$ cat src/rtl/lbm_stream_engine.sv
// lbm_stream_engine: streams one lattice direction between population BRAMs with edge wrap/drop and half-way bounce-back.
module lbm_stream_engine #(
  parameter int WIDTH  = 16,
  parameter int HEIGHT = 8,
  parameter int ADDR_W = 7,
  parameter int DATA_W = 16,
  parameter int DX     = 1,
  parameter int DY     = 0,
  parameter int RD_LAT = 2,
  parameter int WRAP_X = 1,
  parameter int WRAP_Y = 0
) (
  input  logic                    clk,
  input  logic                    rst,
  input  logic                    start,
  input  logic [WIDTH*HEIGHT-1:0] barriers,
  output logic                    busy,
  output logic                    done,
  output logic [ADDR_W-1:0]       src_addr,
  output logic                    src_rd_en,
  input  logic [DATA_W-1:0]       src_data,
  output logic [ADDR_W-1:0]       dst_addr,
  output logic [DATA_W-1:0]       dst_data,
  output logic                    dst_we,
  output logic [ADDR_W-1:0]       refl_addr,
  output logic [DATA_W-1:0]       refl_data,
  output logic                    refl_we,
  output logic [15:0]             cells_written,
  output logic [15:0]             cells_reflected
);
  localparam logic [ADDR_W-1:0] XM = ADDR_W'(WIDTH - 1);
  localparam logic [ADDR_W-1:0] YM = ADDR_W'(HEIGHT - 1);
  localparam logic [ADDR_W-1:0] NM = ADDR_W'(WIDTH * HEIGHT - 1);
  localparam logic [ADDR_W-1:0] WA = ADDR_W'(WIDTH);
  typedef enum logic [1:0] {S_IDLE, S_RUN, S_DRAIN, S_DONE} state_t;
  typedef struct packed {
    logic              v;
    logic              drop;
    logic              sbar;
    logic              tbar;
    logic [ADDR_W-1:0] src;
    logic [ADDR_W-1:0] tgt;
  } meta_t;
  state_t               r_state, w_next;
  logic [ADDR_W-1:0]    r_x, r_y, r_idx, w_tx, w_ty;
  logic [2**ADDR_W-1:0] w_bar;
  logic                 w_xo, w_yo, w_last, w_empty, w_dst, w_refl;
  meta_t                r_pipe [RD_LAT+1];
  meta_t                w_issue, w_wr;
  // Stage 0 is the issue register driving the BRAM; the last stage lines up with src_data.
  always_comb begin
    w_bar = '0;
    w_bar[WIDTH*HEIGHT-1:0] = barriers;
    w_xo = (DX == 1 && r_x == XM) || (DX == -1 && r_x == '0);
    w_yo = (DY == 1 && r_y == YM) || (DY == -1 && r_y == '0);
    w_tx = (DX == 1) ? (w_xo ? '0 : r_x + 1'b1) : (DX == -1) ? (w_xo ? XM : r_x - 1'b1) : r_x;
    w_ty = (DY == 1) ? (w_yo ? '0 : r_y + 1'b1) : (DY == -1) ? (w_yo ? YM : r_y - 1'b1) : r_y;
    w_last = r_idx == NM;
    w_issue.v = r_state == S_RUN;
    w_issue.drop = (w_xo && WRAP_X == 0) || (w_yo && WRAP_Y == 0);
    w_issue.src = r_idx;
    w_issue.tgt = w_ty * WA + w_tx;
    w_issue.sbar = w_bar[r_idx];
    w_issue.tbar = w_bar[w_issue.tgt];
    w_wr = r_pipe[RD_LAT];
    w_dst = w_wr.v && !w_wr.sbar && !w_wr.drop && !w_wr.tbar;
    w_refl = w_wr.v && !w_wr.sbar && !w_wr.drop && w_wr.tbar;
    w_empty = 1'b1;
    for (int i = 0; i <= RD_LAT; i++) w_empty &= ~r_pipe[i].v;
  end
  always_comb begin
    w_next = r_state;
    case (r_state)
      S_IDLE:  if (start) w_next = S_RUN;
      S_RUN:   if (w_last) w_next = S_DRAIN;
      S_DRAIN: if (w_empty) w_next = S_DONE;
      default: w_next = S_IDLE;
    endcase
  end
  always_ff @(posedge clk) begin
    if (!rst) r_state <= S_IDLE;
    else r_state <= w_next;
  end
  always_ff @(posedge clk) begin
    if (!rst) begin
      r_x <= '0;
      r_y <= '0;
      r_idx <= '0;
      for (int i = 0; i <= RD_LAT; i++) r_pipe[i] <= '0;
      dst_we <= 1'b0;
      dst_addr <= '0;
      dst_data <= '0;
      refl_we <= 1'b0;
      refl_addr <= '0;
      refl_data <= '0;
      cells_written <= '0;
      cells_reflected <= '0;
    end else begin
      if (r_state == S_IDLE && start) begin
        r_x <= '0;
        r_y <= '0;
        r_idx <= '0;
        cells_written <= '0;
        cells_reflected <= '0;
      end else begin
        if (r_state == S_RUN) begin
          r_x <= (r_x == XM) ? '0 : r_x + 1'b1;
          r_y <= (r_x == XM) ? ((r_y == YM) ? '0 : r_y + 1'b1) : r_y;
          r_idx <= w_last ? '0 : r_idx + 1'b1;
        end
        if (w_dst) cells_written <= cells_written + 1'b1;
        if (w_refl) cells_reflected <= cells_reflected + 1'b1;
      end
      r_pipe[0] <= w_issue;
      for (int i = 1; i <= RD_LAT; i++) r_pipe[i] <= r_pipe[i-1];
      dst_we <= w_dst;
      refl_we <= w_refl;
      if (w_dst) begin
        dst_addr <= w_wr.tgt;
        dst_data <= src_data;
      end
      if (w_refl) begin
        refl_addr <= w_wr.src;
        refl_data <= src_data;
      end
    end
  end
  assign busy = r_state != S_IDLE;
  assign done = r_state == S_DONE;
  assign src_rd_en = r_pipe[0].v;
  assign src_addr = r_pipe[0].src;
endmodule

$ cat config.mk
export PLATFORM = sky130hd
export DESIGN_NAME = lbm_stream_engine
export DESIGN_NICKNAME = d
export VERILOG_FILES = /design/src/rtl/lbm_stream_engine.sv
export SDC_FILE = /design/constraint.sdc
export NUM_CORES = 1
export LEC_CHECK = 0
export BUFFER_PORTS_ARGS = -buffer_cell sky130_fd_sc_hd__buf_2
export CORE_ASPECT_RATIO = 1.1
export CORE_MARGIN = 2
export CORE_UTILIZATION = 52
export DETAILED_ROUTE_END_ITERATION = 12
export MAX_ROUTING_LAYER = met4
export PLACE_DENSITY = 0.8
export REMOVE_ABC_BUFFERS = 1
export SLEW_MARGIN = 10
export SYNTH_ARGS = -nofsm -noshare
export SYNTH_HDL_FRONTEND = slang
export SYNTH_SLANG_ARGS = --single-unit
export TNS_END_PERCENT = 5
$ cat constraint.sdc
create_clock -name clk -period 3.3 [get_ports clk]
set_input_delay 0 -clock clk [delete_from_list [all_inputs] [get_ports clk]]
set_output_delay 0 -clock clk [all_outputs]
set_load 0.01 [all_outputs]
### After elaboration in Yosys (flattened, before gate mapping)

Memories as Yosys holds them, arrays and structs flattened.
Index checks and enable logic that the tools add are counted.

* register bits after elaboration: 103
* RAM bits: 54
* output and inout bits: 90
* logic and storage cells: 68
* memories: 1

Memory list
* r_pipe: words 3, width 18, read ports 3, clocked after memory_dff 0, wr ports 3, line 48 `meta_t r_pipe [RD_LAT+1];`

* add/sub/neg operators: 6
* magnitude comparators: 2
* eq/ne operators: 9
* mux-type cells: 16
* bitwise logic cells: 9
* reductions and logical operators: 13

Operators by type and width (number)
* $mux W18: 3
* $add A16 B1 Y16 const B: 2
* $add A7 B1 Y7 const B: 3
* $mux W7: 3
* $lt A7 B8 Y1 const B: 2
* $bmux W1 S7: 2
* $add A7 B7 Y7: 1
* $eq A7 B3 Y1 const B: 1
* $eq A7 B4 Y1 const B: 1
* $eq A7 B7 Y1 const B: 1
* $mux W2: 3
* $ne A2 B2 Y1 const B: 3
* $pmux W2 S3: 1
* $logic_and A1 B1 Y1: 5
* $eq A2 B2 Y1 const B: 2
* $mux W1: 4
* $not A1 Y1: 4
* $logic_not A1 Y1: 3
* $or A1 B1 Y1: 3
* $reduce_and A3 Y1: 1
* $and A1 B1 Y1: 2
* $eq A2 B1 Y1 const B: 1
* $logic_not A2 Y1: 1
* $reduce_and A2 Y1: 1
* 2 further kinds: 2

### Logic depth before layout (Yosys ltp)

Gate-level depths: netlist of the first run.

* word-level depth: 6
* gate-level depth with buffers: 13
* gate-level depth less buffers: 13

### Worst setup path before layout of the first run

Ideal clock, no wire load.

* kind: reg-to-reg
* start: reg r_x[0]
* end: mem r_pipe[0][14] in the netlist's numbering
* arrival time: 2753 ps
* setup slack: 427 ps
* stages on the path, launching flop included: 13
* buffers on the path: 2
* clock period less this slack: 2873 ps
* path through: dfxtp_1 -> clkbuf_1 -> buf_1 -> and3_1 -> nand3_1 -> xnor2_1 -> fa_1 -> nor2b_1 -> nand2_1 -> a211oi_1 -> a21oi_1 -> o2111a_1 -> a211o_1

RTL lines
* start, declared: line 45 `logic [ADDR_W-1:0] r_x, r_y, r_idx, w_tx, w_ty;`
* start signal, assigned: line 107 `r_x <= (r_x == XM) ? '0 : r_x + 1'b1;`
* end, declared: line 48

==> flow_summary.toml, run 1 <==
[run_status]
outcome = "finished clean"

[pwr]
netSwitchingPower_uw = 1490
internal-power_uw = 3530
clockPowerShare_pct = 36.6
p_total_uw = 5020
irDropWorstVdd_v = 0.000327
p_per_area_mw_per_mm2 = 501
p_leak_uw = 0.00412
pwr-share-seq_pct = 39.6
power_switching_share_pct = 29.7
combPwrFrac_pct = 23.8

[global_route]
first_global_vias = 7346
grt_first_pass_wirelength_um = 35400
track_usage_pct = 28.0
grt_max_degree = 59
overflow = 0
antenna_found_initial = 0

[routing]
detailroute.via_count = 7460
antenna_left = 0
dr.pass1.iters = 5
drtIter0Drc = 519
wl_um = 22100
post_drt_wl_per_cell_um = 16.6
drc = 0
viasPerCell = 5.61

[clock_network]
cts_sinks = 154
clk_pin_slew_worst_paths_ns = 0.06
clock_latency_ns = 0.42
cts.repair.resized = 0
clockRootBuffer = "clkbuf_16"
clockBufferDepth = 2
cts_buffers = 17
tritoncts = "yes"
htreeDepth = 4

[logic_synthesis]
synthCells = 900
synth.distinct_cells = 63
synth_compound_area_share_pct = 12.2
synth_xor_area_share_pct = 5.01
synth_edf_count = 0
synth_area_leaders = "dfxtp_1, mux4_2, nand2_1"
synth_top_family_by_area = "simple AND/OR/NAND/NOR gates"
yosysSeqAreaShare_pct = 38.4
avgSynthCellArea_um2 = 8.93
synthArstFlopShare_pct = 0
synth.cell_area_mm2 = 0.00804
yosysWarnings = 0
synth.area.mux_share_pct = 15.1
yosysMostFrequentCell = "nand2_1"
ys_ff_latch = 154
synthAdderAreaFrac_pct = 1.96
ys_top_cells_by_count = "nand2_1, dfxtp_1, nor2_1, and2_1, a21boi_0"
synth_largest_area_cell = "dfxtp_1"
yosysTopAreaCellShare_pct = 38.4
synth-main-ff-cell = "dfxtp_1"
synth_simple_gate_area_share_pct = 22.8

[sta]
period_needed_ns = 3.03
clock_skew_ns = 0.00772
rsz0062_at_grt = "false"
relSlewSlack_pct = 35.7
hold_viol = 0
finalSetupViolCount = 0
tightest_slew_ns = 0.961
drv_slew = 0
final.setup.tns_ns = 0
fmax_ghz = 0.330
min_period_over_period_pct = 92.0

[setup_path]
crit_path_cell_trace = "ha_1 -> nand3_1 -> a21o_1 -> ha_1 -> fa_1 -> nor2b_1 -> nand2_1 -> a211oi_1 -> a21oi_1 -> o2111a_1 -> a211o_1"
r2r_start = "r_x[1]"
rr_worst_depth = 11
cp.required_ns = 3.61
ff2ff_setup_slack_ns = 0.27
critPathMaxFanout = 5
cp-start-kind = "flop"
cpMaxStageDelayCell = "fa_1"
critPathKind = "flop to flop"
end_kind = "flop"
r2r_end = "r_pipe[0][14]"
max_stage_delay_ns = 0.61
arrival_ns = 3.34
cpMostUsedCell = "ha_1"

[placed_design]
io_buffers = 236
hpwl_um = 16100
globalplace.congestion = 0.931

[min_path]
hold_depth = 4
min_path_type = "primary input to flop"
holdPathEnd = "r_y[4]"
min_from = "start"

[final_layout]
regArea_mm2 = 0.00309
multi_input_area_mm2 = 0.00461
syn_to_final_growth_pct = 24.6
num-fill-cells = 1236
final_layout_size_suffix_gt1_share_pct = 29.3
nNetsFinal = 1280
antennaDiodeCount = 0

[die]
rows = 47
ioPinCount = 237
dieArea_mm2 = 0.0165
die-height_um = 134
die_x_um = 123
core-area_mm2 = 0.0151
initial_core_util_pct = 53.2

[job]
drv_cap = 0
-- kinds of logic (layout without fill, tap and decap cells) --
logic type                 after synthesis  after routing
and+or+nand+nor                        395            395
AOI/OAI and AO/OA                      142            142
DFF                                    154            154
buffers and inverters                   75            309
adders and majority gates               12             12
muxes                                   76             76
xor gates and xnor gates                46             46
-- worst max path at each step --
stage,start,end,slack (ns),cells past startpoint
after floorplan,r_state[0],r_idx[2],-0.41,6
after global placement,r_x[1],r_pipe[0][14],0.37,11
after detailed placement,r_x[1],r_pipe[0][14],0.29,11
after CTS,r_x[1],r_pipe[0][14],0.28,11
after global routing,r_x[1],r_pipe[0][14],0.01,11
final,r_x[1],r_pipe[0][14],0.27,11
-- routing by layer --
metal	vias to the layer above	wire length [um]	part of all wire, %	global-route usage, %
li1	3578	-	-	-
met1	3444	8820	40	31.8
met2	388	10900	49	47.9
met3	50	1780	8.1	5.27
met4	0	648	2.9	11.8
met5	-	0	0	-
-- cells in the final DEF (no fill, tap or decap), drive strengths merged, types with 5 or more instances in the layout --
master and instances:
and2 53, and3 8, nand2 189, ha 11, o22ai 10, xnor2 11
o221ai 10, clkbuf 21, nor2b 7, mux2i 39, a21boi 46, dfxtp 154
nor2 61, buf 254, inv 11, nand3 34, a21oi 38, dlygate4sd3 16
nor4 5, mux4 36, or3 5, o21ai 8, xor2 35, nand4 12
a31oi 5
-- worst max-delay path: cells and delay by family (launching register included) --
kind                     cells  cell delay [ns]
adder cells (fa/ha/maj)      3             1.08
AO/OA/AOI/OAI                5             0.97
AND/OR/NAND/NOR              3             0.51
flip-flops                   1             0.38
-- power groups by stage --
stage	combinational, uW	clock, uW	sequential [uW]
6_report	1200	1830	1990
5_1_grt	1300	1950	1990
4_1_cts	1190	1870	1980
3_5_place_dp	1170	0	2030
3_3_place_gp	1160	0	2020
2_1_floorplan	715	0	2040
-- state kept, by name (all words and copies together), names as in the netlist --
register / count
r_pipe: 51
cells_reflected: 16
cells_written: 16
dst_data: 16
refl_data: 16
dst_addr: 7
r_idx: 7
r_x: 7
r_y: 7
refl_addr: 7
r_state: 2
dst_we: 1
refl_we: 1
-- final cells by class --
type,instances,area share (%)
well taps,196,2.45
inverters,7,0.262
clock buffers,21,4.50
clock inverters,11,1.12
flip-flops and latches,154,30.8
repair buffers,270,14.9
multi-input cells,671,46.0
-- per-stage QoR --
step	utilization, %	std cells	hold slack (ns)	area [um2]	worst slack (ns)
2_1_floorplan	-	832	0.122	7700	-0.414
3_3_place_gp	61.5	1282	0.264	9290	0.370
3_5_place_dp	61.5	1282	0.274	9290	0.292
4_1_cts	66.3	1330	0.120	10000	0.276
5_1_grt	66.3	1330	0.160	10000	0.0108
6_report	66.3	1330	0.114	10000	0.265
-- timing repair --
action,4_1_cts,5_1_grt
hold endpoints to repair,32,0
hold buffers,16,0
buffers inserted,0,0
Power figures use the tool's default switching activity.
==> run 2, diff against run 1 <==
--- a/config.mk
+++ b/config.mk
@@ -7,10 +7,12 @@
 export LEC_CHECK = 0
 export BUFFER_PORTS_ARGS = -buffer_cell sky130_fd_sc_hd__buf_2
+export CELL_PAD_IN_SITES_DETAIL_PLACEMENT = 0
+export CELL_PAD_IN_SITES_GLOBAL_PLACEMENT = 2
 export CORE_ASPECT_RATIO = 1.1
-export CORE_MARGIN = 2
-export CORE_UTILIZATION = 52
+export CORE_MARGIN = 5
+export CORE_UTILIZATION = 30
 export DETAILED_ROUTE_END_ITERATION = 12
 export MAX_ROUTING_LAYER = met4
-export PLACE_DENSITY = 0.8
+export PLACE_DENSITY_LB_ADDON = 0.1
 export REMOVE_ABC_BUFFERS = 1
 export SLEW_MARGIN = 10
==> constraint.sdc (replaced) <==
create_clock -name clk -period 3.3 [get_ports clk]
set_input_delay 0 -clock clk [delete_from_list [all_inputs] [get_ports clk]]
set_output_delay 0 -clock clk [all_outputs]
set_load 0.1 [all_outputs]
==> flow_summary.toml, run 2 (synthesis gave the netlist of run 1 again) <==
[die]
initial_core_util_pct = 30.6
dieArea_mm2 = 0.0302
ioPinCount = 237
core-area_mm2 = 0.0263
rows = 62
die_x_um = 166
die-height_um = 182

[routing]
viasPerCell = 4.83
dr.pass1.iters = 4
drc = 0
detailroute.via_count = 7200
drtIter0Drc = 468
antenna_left = 0
post_drt_wl_per_cell_um = 17.4
wl_um = 26000

[global_route]
track_usage_pct = 17.5
overflow = 0
grt_first_pass_wirelength_um = 41200
antenna_found_initial = 1
first_global_vias = 7396
grt_max_degree = 83

[pwr]
p_per_area_mw_per_mm2 = 511
pwr-share-seq_pct = 37.2
internal-power_uw = 3530
clockPowerShare_pct = 35.5
irDropWorstVdd_v = 0.000341
combPwrFrac_pct = 27.3
power_switching_share_pct = 32.6
netSwitchingPower_uw = 1710
p_leak_uw = 0.00414

[sta]
tightest_slew_ns = 1.05
period_needed_ns = 2.94
min_period_over_period_pct = 89.1
final.setup.tns_ns = 0
fmax_ghz = 0.340
finalSetupViolCount = 0
hold_viol = 0
clock_skew_ns = 0.0108
relSlewSlack_pct = 29.6
drv_slew = 0
holdWs_ns = 0.0635
rsz0062_at_grt = "false"

[clock_network]
cts.repair.resized = 0
cts_buffers = 17
tritoncts = "yes"
clk_pin_slew_worst_paths_ns = 0.07
ctsHoldBuffers = 16
cts_sinks = 154
cts_post_setup_buffers_inserted = 0
clockBufferDepth = 2
clock_latency_ns = 0.42
clockRootBuffer = "clkbuf_16"
htreeDepth = 4

[placed_design]
io_buffers = 236
placed_cells_incl_taps = 1443
globalplace.congestion = 0.831
hpwl_um = 19600

[final_layout]
nNetsFinal = 1285
largest_reg_flops = 51
final_cells = 1492
num-fill-cells = 2734
syn_to_final_growth_pct = 27.7
top_register = "r_pipe"
multi_input_area_mm2 = 0.00461
final_layout_size_suffix_gt1_share_pct = 29.7
regArea_mm2 = 0.00309
post-route-util_pct = 39.0
mostFrequentLayoutCells = "buf_2, nand2_1, dfxtp_1"
final_common_cell = "buf_2"

[setup_path]
cp.required_ns = 3.61
critPathMaxFanout = 5
cp-start-kind = "flop"
cp-startpoint = "r_x[1]"
end_kind = "flop"
rr_worst_depth = 11
r2r_start = "r_x[1]"
arrival_ns = 3.25
critPathKind = "flop to flop"

[min_path]
min_path_type = "primary input to flop"
hold_depth = 2
min_from = "rst"

[job]
drv_cap = 0

[run_status]
outcome = "finished clean"
run 2: changes by cell type in the layout (fill, tap and decap cells not counted), sizes merged:
cell / previous run / this run
buf: 254 / 259
clkbuf: 21 / 20
clkinv: 3 / 2
clkinvlp: 3 / 5
diode: 0 / 1
run 2: cell type report:
class	instances	area share, %
clock inverters	12	1.13
multi-input cells	671	44.9
diodes	1	0.0244
repair buffers	275	15.0
well taps	352	4.29
flip-flops and latches	154	30.1
inverters	7	0.256
clock buffers	20	4.35
run 2: path summary, 6_finish.rpt:
kind         slack [ns]       endpoint
min                0.06  r_pipe[0][23]
min reg2reg        0.43  r_pipe[0][50]
max reg2reg        0.36  r_pipe[0][14]
max                0.36  r_pipe[0][14]
run 2: per-stage QoR:
step	setup slack, ns	power [uW]	cell area, um2
after global routing	0.147	5510	10300
after detailed placement	0.345	3430	9540
after CTS	0.333	5320	10300
final	0.359	5240	10300
after floorplan	-0.862	2930	7700
after global placement	0.408	3430	9540
run 2: metal layers:
layer / global-route usage [%] / routed length, um / vias up
li1: - / - / 3583
met1: 22.3 / 12000 / 3349
met2: 29.1 / 12400 / 245
met3: 2.76 / 1190 / 23
met4: 4.55 / 373 / 0
met5: - / 0 / -
run 2: critical path, stage by stage (launching register included):
cell      delay, ns
dfxtp_1        0.38
ha_1           0.29
nand3_1        0.15
a21o_1         0.23
ha_1           0.19
fa_1           0.58
nor2b_1        0.24
nand2_1        0.10
a211oi_1       0.25
a21oi_1        0.06
o2111a_1       0.14
a211o_1        0.22
run 2: power groups by stage:
stage	combinational (uW)	clock [uW]	sequential, uW
after floorplan	790	0	2140
after global placement	1440	0	1990
after detailed placement	1430	0	1990
after CTS	1450	1920	1950
after global routing	1550	2000	1960
final	1430	1860	1950
